File: src/rtl/mem_arbiter_pkg.sv
// rtl/mem_arbiter_pkg.sv - shared types for the I/D memory arbiter
package mem_arbiter_pkg;

    // Access size seen by ram; encoding shared with the ram block.
    typedef enum logic [1:0] {
        SIZE_BYTE = 2'b00,
        SIZE_HALF = 2'b01,
        SIZE_WORD = 2'b10
    } ram_size_e;

    // Which requester owned the most recent grant.
    typedef enum logic {
        PORT_I = 1'b0,
        PORT_D = 1'b1
    } arb_port_e;

endpackage

File: src/rtl/mem_arbiter_if.sv
// rtl/mem_arbiter_if.sv - fetch, load/store and ram signal bundle for mem_arbiter
interface mem_arbiter_if
    import mem_arbiter_pkg::*;
#(
    parameter int ADDR_WIDTH = 32,
    parameter int DATA_WIDTH = 32
) ();

    logic                  i_req_valid;
    logic                  i_req_ready;
    logic [ADDR_WIDTH-1:0] i_req_addr;
    logic                  i_resp_valid;
    logic                  i_resp_ready;
    logic [DATA_WIDTH-1:0] i_resp_data;
    logic                  i_resp_err;

    logic                  d_req_valid;
    logic                  d_req_ready;
    logic [ADDR_WIDTH-1:0] d_req_addr;
    logic                  d_req_wr;
    ram_size_e             d_req_size;
    logic                  d_req_unsigned;
    logic [DATA_WIDTH-1:0] d_req_wdata;
    logic                  d_resp_valid;
    logic                  d_resp_ready;
    logic [DATA_WIDTH-1:0] d_resp_data;
    logic                  d_resp_err;

    logic [ADDR_WIDTH-1:0] ram_addr_o;
    ram_size_e             ram_size_o;
    logic                  ram_unsigned_o;
    logic [DATA_WIDTH-1:0] ram_data_o;
    logic                  ram_wr_enable_o;
    logic [DATA_WIDTH-1:0] ram_data_i;

    // Arbiter side.
    modport slave (
        input  i_req_valid, i_req_addr, i_resp_ready,
        output i_req_ready, i_resp_valid, i_resp_data, i_resp_err,
        input  d_req_valid, d_req_addr, d_req_wr, d_req_size, d_req_unsigned, d_req_wdata, d_resp_ready,
        output d_req_ready, d_resp_valid, d_resp_data, d_resp_err,
        output ram_addr_o, ram_size_o, ram_unsigned_o, ram_data_o, ram_wr_enable_o,
        input  ram_data_i
    );

    // Requesters and ram side.
    modport master (
        output i_req_valid, i_req_addr, i_resp_ready,
        input  i_req_ready, i_resp_valid, i_resp_data, i_resp_err,
        output d_req_valid, d_req_addr, d_req_wr, d_req_size, d_req_unsigned, d_req_wdata, d_resp_ready,
        input  d_req_ready, d_resp_valid, d_resp_data, d_resp_err,
        input  ram_addr_o, ram_size_o, ram_unsigned_o, ram_data_o, ram_wr_enable_o,
        output ram_data_i
    );

endinterface

File: src/rtl/mem_arbiter_resp_slot.sv
// rtl/mem_arbiter_resp_slot.sv - one-entry registered response holder
module resp_slot #(
    parameter int DATA_WIDTH = 32
) (
    input  logic                  clock,
    input  logic                  reset,
    input  logic                  fill,
    input  logic [DATA_WIDTH-1:0] fill_data,
    input  logic                  fill_err,
    input  logic                  drain,
    output logic                  valid,
    output logic [DATA_WIDTH-1:0] data,
    output logic                  err
);

    // Capture on fill; a fill on the same edge as a drain leaves the new entry held.
    always_ff @(posedge clock or posedge reset) begin
        if (reset) begin
            valid <= 1'b0;
            data  <= '0;
            err   <= 1'b0;
        end else if (fill) begin
            valid <= 1'b1;
            data  <= fill_data;
            err   <= fill_err;
        end else if (drain && valid) begin
            valid <= 1'b0;
        end
    end

endmodule

File: src/rtl/mem_arbiter.sv
// rtl/mem_arbiter.sv - round-robin sharing of ram between fetch and load/store ports
module mem_arbiter
    import mem_arbiter_pkg::*;
#(
    parameter int ADDR_WIDTH = 32,
    parameter int DATA_WIDTH = 32
) (
    input  logic          clock,
    input  logic          reset,
    mem_arbiter_if.slave  bus
);

    arb_port_e             last_grant;
    logic                  i_misaligned;
    logic                  d_misaligned;
    logic                  i_eligible;
    logic                  d_eligible;
    logic                  grant_i;
    logic                  grant_d;
    logic [ADDR_WIDTH-1:0] hold_addr;
    ram_size_e             hold_size;
    logic                  hold_unsigned;
    logic [DATA_WIDTH-1:0] hold_data;

    // Alignment of each pending request; byte accesses are never misaligned.
    always_comb begin
        i_misaligned = (bus.i_req_addr[1:0] != 2'b00);
        d_misaligned = 1'b0;
        case (bus.d_req_size)
            SIZE_HALF: d_misaligned = bus.d_req_addr[0];
            SIZE_WORD: d_misaligned = (bus.d_req_addr[1:0] != 2'b00);
            default:   d_misaligned = 1'b0;
        endcase
    end

    // A port may be granted only if its response has somewhere to go by the next edge.
    always_comb begin
        i_eligible = bus.i_req_valid && (!bus.i_resp_valid || bus.i_resp_ready);
        d_eligible = bus.d_req_valid && (!bus.d_resp_valid || bus.d_resp_ready);
        grant_i    = i_eligible && (!d_eligible || last_grant == PORT_D);
        grant_d    = d_eligible && (!i_eligible || last_grant == PORT_I);
    end

    assign bus.i_req_ready = grant_i;
    assign bus.d_req_ready = grant_d;

    // Steer the granted request onto ram; idle cycles replay the last values so ram never sees X.
    always_comb begin
        bus.ram_addr_o      = hold_addr;
        bus.ram_size_o      = hold_size;
        bus.ram_unsigned_o  = hold_unsigned;
        bus.ram_data_o      = hold_data;
        bus.ram_wr_enable_o = 1'b0;
        if (grant_d) begin
            bus.ram_addr_o      = bus.d_req_addr;
            bus.ram_size_o      = bus.d_req_size;
            bus.ram_unsigned_o  = bus.d_req_unsigned;
            bus.ram_data_o      = bus.d_req_wdata;
            bus.ram_wr_enable_o = bus.d_req_wr && !d_misaligned && !reset;
        end else if (grant_i) begin
            bus.ram_addr_o      = bus.i_req_addr;
            bus.ram_size_o      = SIZE_WORD;
            bus.ram_unsigned_o  = 1'b0;
        end
    end

    // Remember the winner and the values last driven onto ram.
    always_ff @(posedge clock or posedge reset) begin
        if (reset) begin
            last_grant    <= PORT_I;
            hold_addr     <= '0;
            hold_size     <= SIZE_BYTE;
            hold_unsigned <= 1'b0;
            hold_data     <= '0;
        end else if (grant_i || grant_d) begin
            last_grant    <= grant_d ? PORT_D : PORT_I;
            hold_addr     <= bus.ram_addr_o;
            hold_size     <= bus.ram_size_o;
            hold_unsigned <= bus.ram_unsigned_o;
            hold_data     <= bus.ram_data_o;
        end
    end

    resp_slot #(.DATA_WIDTH(DATA_WIDTH)) u_i_slot (
        .clock     (clock),
        .reset     (reset),
        .fill      (grant_i),
        .fill_data (i_misaligned ? '0 : bus.ram_data_i),
        .fill_err  (i_misaligned),
        .drain     (bus.i_resp_ready),
        .valid     (bus.i_resp_valid),
        .data      (bus.i_resp_data),
        .err       (bus.i_resp_err)
    );

    resp_slot #(.DATA_WIDTH(DATA_WIDTH)) u_d_slot (
        .clock     (clock),
        .reset     (reset),
        .fill      (grant_d),
        .fill_data ((d_misaligned || bus.d_req_wr) ? '0 : bus.ram_data_i),
        .fill_err  (d_misaligned),
        .drain     (bus.d_resp_ready),
        .valid     (bus.d_resp_valid),
        .data      (bus.d_resp_data),
        .err       (bus.d_resp_err)
    );

endmodule

File: src/flat_wrapper.sv
// flat-port wrapper written by rule: the top's interface ports become plain ports
module mem_arbiter_flat import mem_arbiter_pkg::*;
#(
    parameter int ADDR_WIDTH = 32,
    parameter int DATA_WIDTH = 32
)
  (clock, reset, bus_i_req_valid, bus_i_req_addr, bus_i_resp_ready, bus_i_req_ready, bus_i_resp_valid, bus_i_resp_data, bus_i_resp_err, bus_d_req_valid, bus_d_req_addr, bus_d_req_wr, bus_d_req_size, bus_d_req_unsigned, bus_d_req_wdata, bus_d_resp_ready, bus_d_req_ready, bus_d_resp_valid, bus_d_resp_data, bus_d_resp_err, bus_ram_addr_o, bus_ram_size_o, bus_ram_unsigned_o, bus_ram_data_o, bus_ram_wr_enable_o, bus_ram_data_i);
  mem_arbiter_if #(.ADDR_WIDTH(ADDR_WIDTH), .DATA_WIDTH(DATA_WIDTH)) bus_i ();
  input  logic clock;
  input  logic reset;
  input wire logic [$bits(bus_i.i_req_valid)-1:0] bus_i_req_valid;
  input wire logic [$bits(bus_i.i_req_addr)-1:0] bus_i_req_addr;
  input wire logic [$bits(bus_i.i_resp_ready)-1:0] bus_i_resp_ready;
  output wire logic [$bits(bus_i.i_req_ready)-1:0] bus_i_req_ready;
  output wire logic [$bits(bus_i.i_resp_valid)-1:0] bus_i_resp_valid;
  output wire logic [$bits(bus_i.i_resp_data)-1:0] bus_i_resp_data;
  output wire logic [$bits(bus_i.i_resp_err)-1:0] bus_i_resp_err;
  input wire logic [$bits(bus_i.d_req_valid)-1:0] bus_d_req_valid;
  input wire logic [$bits(bus_i.d_req_addr)-1:0] bus_d_req_addr;
  input wire logic [$bits(bus_i.d_req_wr)-1:0] bus_d_req_wr;
  input wire logic [$bits(bus_i.d_req_size)-1:0] bus_d_req_size;
  input wire logic [$bits(bus_i.d_req_unsigned)-1:0] bus_d_req_unsigned;
  input wire logic [$bits(bus_i.d_req_wdata)-1:0] bus_d_req_wdata;
  input wire logic [$bits(bus_i.d_resp_ready)-1:0] bus_d_resp_ready;
  output wire logic [$bits(bus_i.d_req_ready)-1:0] bus_d_req_ready;
  output wire logic [$bits(bus_i.d_resp_valid)-1:0] bus_d_resp_valid;
  output wire logic [$bits(bus_i.d_resp_data)-1:0] bus_d_resp_data;
  output wire logic [$bits(bus_i.d_resp_err)-1:0] bus_d_resp_err;
  output wire logic [$bits(bus_i.ram_addr_o)-1:0] bus_ram_addr_o;
  output wire logic [$bits(bus_i.ram_size_o)-1:0] bus_ram_size_o;
  output wire logic [$bits(bus_i.ram_unsigned_o)-1:0] bus_ram_unsigned_o;
  output wire logic [$bits(bus_i.ram_data_o)-1:0] bus_ram_data_o;
  output wire logic [$bits(bus_i.ram_wr_enable_o)-1:0] bus_ram_wr_enable_o;
  input wire logic [$bits(bus_i.ram_data_i)-1:0] bus_ram_data_i;
  assign bus_i.i_req_valid = bus_i_req_valid;
  assign bus_i.i_req_addr = bus_i_req_addr;
  assign bus_i.i_resp_ready = bus_i_resp_ready;
  assign bus_i_req_ready = bus_i.i_req_ready;
  assign bus_i_resp_valid = bus_i.i_resp_valid;
  assign bus_i_resp_data = bus_i.i_resp_data;
  assign bus_i_resp_err = bus_i.i_resp_err;
  assign bus_i.d_req_valid = bus_d_req_valid;
  assign bus_i.d_req_addr = bus_d_req_addr;
  assign bus_i.d_req_wr = bus_d_req_wr;
  assign bus_i.d_req_size = bus_d_req_size;
  assign bus_i.d_req_unsigned = bus_d_req_unsigned;
  assign bus_i.d_req_wdata = bus_d_req_wdata;
  assign bus_i.d_resp_ready = bus_d_resp_ready;
  assign bus_d_req_ready = bus_i.d_req_ready;
  assign bus_d_resp_valid = bus_i.d_resp_valid;
  assign bus_d_resp_data = bus_i.d_resp_data;
  assign bus_d_resp_err = bus_i.d_resp_err;
  assign bus_ram_addr_o = bus_i.ram_addr_o;
  assign bus_ram_size_o = bus_i.ram_size_o;
  assign bus_ram_unsigned_o = bus_i.ram_unsigned_o;
  assign bus_ram_data_o = bus_i.ram_data_o;
  assign bus_ram_wr_enable_o = bus_i.ram_wr_enable_o;
  assign bus_i.ram_data_i = bus_ram_data_i;
  mem_arbiter #(.ADDR_WIDTH(ADDR_WIDTH), .DATA_WIDTH(DATA_WIDTH)) u_core (.clock(clock), .reset(reset), .bus(bus_i));
endmodule
File: config.mk
export PLATFORM = sky130hd
export DESIGN_NAME = mem_arbiter_flat
export DESIGN_NICKNAME = d
export VERILOG_FILES = /design/src/rtl/mem_arbiter_pkg.sv /design/src/rtl/mem_arbiter_if.sv /design/src/rtl/mem_arbiter_resp_slot.sv /design/src/rtl/mem_arbiter.sv /design/src/flat_wrapper.sv
export SDC_FILE = /design/constraint.sdc
export NUM_CORES = 1
export LEC_CHECK = 0
export BUFFER_PORTS_ARGS = -buffer_cell sky130_fd_sc_hd__buf_4
export CORE_MARGIN = 3
export CORE_UTILIZATION = 40
export DETAILED_ROUTE_END_ITERATION = 16
export HOLD_SLACK_MARGIN = 0.12
export PLACE_DENSITY = 0.68
export SYNTH_ARGS = -nofsm -noshare
export SYNTH_HDL_FRONTEND = slang
export SYNTH_SLANG_ARGS = --single-unit
File: constraint.sdc
create_clock -name clock -period 5.7 [get_ports clock]
set_input_delay 1.14 -clock clock [delete_from_list [all_inputs] [get_ports clock]]
set_output_delay 1.14 -clock clock [all_outputs]
set_load 0.03 [all_outputs]
==> metrics.md <==
| Metric | Value |
|---|---|
| Hold Fails Final Rpt | 0 |
| Fillers | 1431 |
| Routed met1 length | 8380 um |
| Die extent in y | 137 um |
| Fmax | 231 MHz |
| Routed wl met2 | 10400 um |
| All-layer global routing usage | 21.4% |
| Final wirelength | 20800 um |
| CP Capture Type | primary output |
| RSZ-0062 raised after global routing | false |
| Seq. cell area | 3400 sq um |
| Power Density | 393 nW/um^2 |
| Post-DP HPWL | 14500 um |
| Die footprint | 18900 sq um |
| Number of distinct library cells after synthesis | 28 |
| CP arrival | 3180 ps |
| Buffers on Ports | 275 |
| Worst hold path class | flop to flop |
| Mapped cell area | 6920 sq um |
| Sequential Power Share | 33.3% |
| DRC viols | 0 |
| Ys Warns | 0 |
| Final setup margin | 1380 ps |
| DR WL met3 | 1530 um |
| Measured slew at the worst slew-check pin | 1100 ps |
| Setup CP Type | input port to primary output |
| Synth area leader | dfrtp_1 |
| Worst VDD drop | 0.217 mV |
| Vias | 5901 |
| I/O pin count | 276 |
| Total Power | 3.81 mW |
| Worst-path clk slew | 60 ps |
| Top cell by count, worst path | buf_4 |
| Sequential fraction of the synthesis area | 49.2% |
| Static leakage | 4.61 nW |
| Share of cells above drive strength 1 | 52.9% |
| CTS tree | done |
| Multi-input logic area | 2970 sq um |
| Nets | 975 |
| Antenna cells | 0 |
| Minimum clock period | 4320 ps |
| Logic pwr share | 37.2% |
| Vias in the first global route | 6033 |
| Clock power frac | 29.4% |
| Starting density of the core | 41.3% |
| WP buf/inv | 4 |
| Area Growth Syn to Fin | 40.2% |
| Top-area cell type share of the netlist area | 49.2% |
| Total CTS buffers | 17 |
| Worst path cell trace | buf_4 > nand2b_4 > o211ai_2 > inv_2 > buf_4 > mux2_2 > buf_4 |
| First-pass GRT wire length | 31500 um |
| Max FO, Critical Path | 37 |
| Switch share | 35.1% |
| ANT nets after route | 0 |
| #FFs+latches synth | 136 |
| Drt pass-1 iters | 4 |
| Max stage delay on crit path | 440 ps |
| Status | finished clean |
| Core ar. | 16800 sq um |
| Worst slew margin | 26.9% |
| Int Power | 2.47 mW |
| Post-CTS setup buffer count | 0 |
| Minimum setup slack after placement | 1370 ps |
| Initial antenna violation count | 0 |
| Cells after Synth | 591 |
| Largest net degree at the start of global routing | 70 |
| Req. time, crit path | 4560 ps |
| Post-CTS sizing | 0 |
| GRT overflow | 0 |
| Setup TNS Final | 0 ps |
| Cell Count, Final, Fillers Out | 1068 |
| Syn Area/Cell | 11.7 sq um |
| CTS Root Cell | clkbuf_16 |
| Slowest stage cell on the critical path | inv_2 |
| Cell row count | 47 |
| CTS Hold Bufs | 0 |
| Top layer used by detailed routing | met4 |
| Largest cells by area after synthesis | dfrtp_1 (49%), o221a_2 (10%), mux2_2 (9.6%) |
| CP top delay family | buffers and inverters |
| Initial DRC Count | 383 |
| Post-route clock period utilization | 75.8% |
| DR vias/cell | 5.53 |
| Number of max-cap violations | 0 |
| CTS sink count | 136 |
| Placed cell count | 1036 |
| Clock Skew | 6.17 ps |
| Setup violators final | 0 |
| Net load switching power | 1.34 mW |
| Final Slew Violations | 0 |
| Worst Setup Start Kind | input port |
| Die extent in x | 137 um |
| CTS Buffer Depth | 2 |
| WL per Instance | 19.5 um |
| Final Wtd Congestion | 0.823 |
| Depth of the CTS H-tree | 4 |
| Syn nets | 731 |
| Clock latency on the worst-skew pair | 410 ps |
==> Yosys cell counts <==
library cell  instances
nor2b_1               1
o21ai_0               3
nand2b_4              1
o2111ai_1            64
a22o_1                5
nand2_1              36
buf_1                 5
a311o_1               1
inv_2                 1
a2bb2oi_1             2
o2bb2ai_1            32
nor4_1                1
dfrtp_1             136
nor2_1                2
buf_6                 3
nand3b_1              1
inv_1                72
nand2b_1              2
a22oi_1               1
o221a_2              64
buf_2                19
o211ai_1              1
o211ai_2              1
ha_1                  2
mux2_2               59
clkbuf_1             37
mux2_1                6
mux2i_1              33
==> cell usage in the layout, fill, tap and decap left out, types with 2 or more instances in the layout <==
cell / count
buf_4: 289
bufinv_16: 3
clkbuf_1: 4
ha_1: 2
dfrtp_1: 136
inv_1: 71
mux2_2: 59
o21ai_0: 3
mux2_1: 6
a22o_1: 4
o2bb2ai_1: 32
clkbuf_8: 3
nand2b_1: 2
a2bb2oi_1: 2
o221a_2: 64
o2111ai_1: 64
clkinv_2: 4
nand2_1: 35
clkbuf_16: 17
mux2i_1: 33
==> cell families after synthesis <==
group	Yosys count	share of synthesized area (%)
AOI/OAI and AO/OA	174	24.2
adders and majority gates	2	0.362
buffers and inverters	137	8.11
DFF	136	49.2
muxes	98	15.4
and+or+nand+nor	44	2.73
==> routing by layer <==
| metal | GRT usage [%] | vias up |
|---|---|---|
| met5 | 0 | - |
| met4 | 8.48 | 0 |
| met3 | 4.86 | 38 |
| met2 | 35.2 | 233 |
| met1 | 27.5 | 2892 |
| li1 | - | 2738 |
==> flip-flops by register name, indices dropped and copies added, names as in the netlist <==
signal	count
u_core.hold_size	2
u_core.u_i_slot.valid	1
u_core.last_grant	1
u_core.u_d_slot.valid	1
u_core.u_i_slot.err	1
u_core.u_i_slot.data	32
u_core.hold_addr	32
u_core.u_d_slot.data	32
u_core.hold_data	32
u_core.u_d_slot.err	1
u_core.hold_unsigned	1
==> stage by stage <==
stage               instance area, sq um  hold WS, ps  utilization, %
finish                              9690          487            57.8
global route                        9690          503            57.8
CTS                                 9690          492            57.8
detailed placement                  9090          475            54.3
global placement                    9090          476            54.3
floorplan                           6920          467               -
==> layout make-up <==
cell class              instances  area share (%)
clock buffers                  24            4.97
well taps                     220            2.84
inverters                      73            2.88
repair buffers                289            22.4
multi-input cells             318            30.6
clock inverters                 8            1.23
flip-flops and latches        136            35.1
==> path summary, 6_finish.rpt <==
path	start	end	slack, ps	depth (start not counted)
max in group asynchronous	reset	u_core.u_i_slot.data[13]$_DFFE_PP0P_	3590	3
setup / recovery	bus_d_resp_ready	bus_ram_data_o[15]	1380	7
hold reg to reg	u_core.u_d_slot.data[12]$_DFFE_PP0P_	u_core.u_d_slot.data[12]$_DFFE_PP0P_	490	1
setup reg to reg	u_core.u_d_slot.valid$_DFFE_PP0P_	u_core.hold_addr[18]$_DFFE_PP0P_	3360	4
hold / removal	u_core.u_d_slot.data[12]$_DFFE_PP0P_	u_core.u_d_slot.data[12]$_DFFE_PP0P_	490	1
min in group asynchronous	reset	u_core.hold_data[28]$_DFFE_PP0P_	820	2
==> power groups by stage <==
stage          Sequential, mW  Clock, mW  Combinational (mW)
2_1_floorplan            1.41          0               0.774
3_3_place_gp             1.28          0                1.40
3_5_place_dp             1.28          0                1.43
4_1_cts                  1.27       1.14                1.43
5_1_grt                  1.29       1.18                1.50
6_report                 1.27       1.12                1.42
No activity file was read; power rests on OpenSTA's default activity.
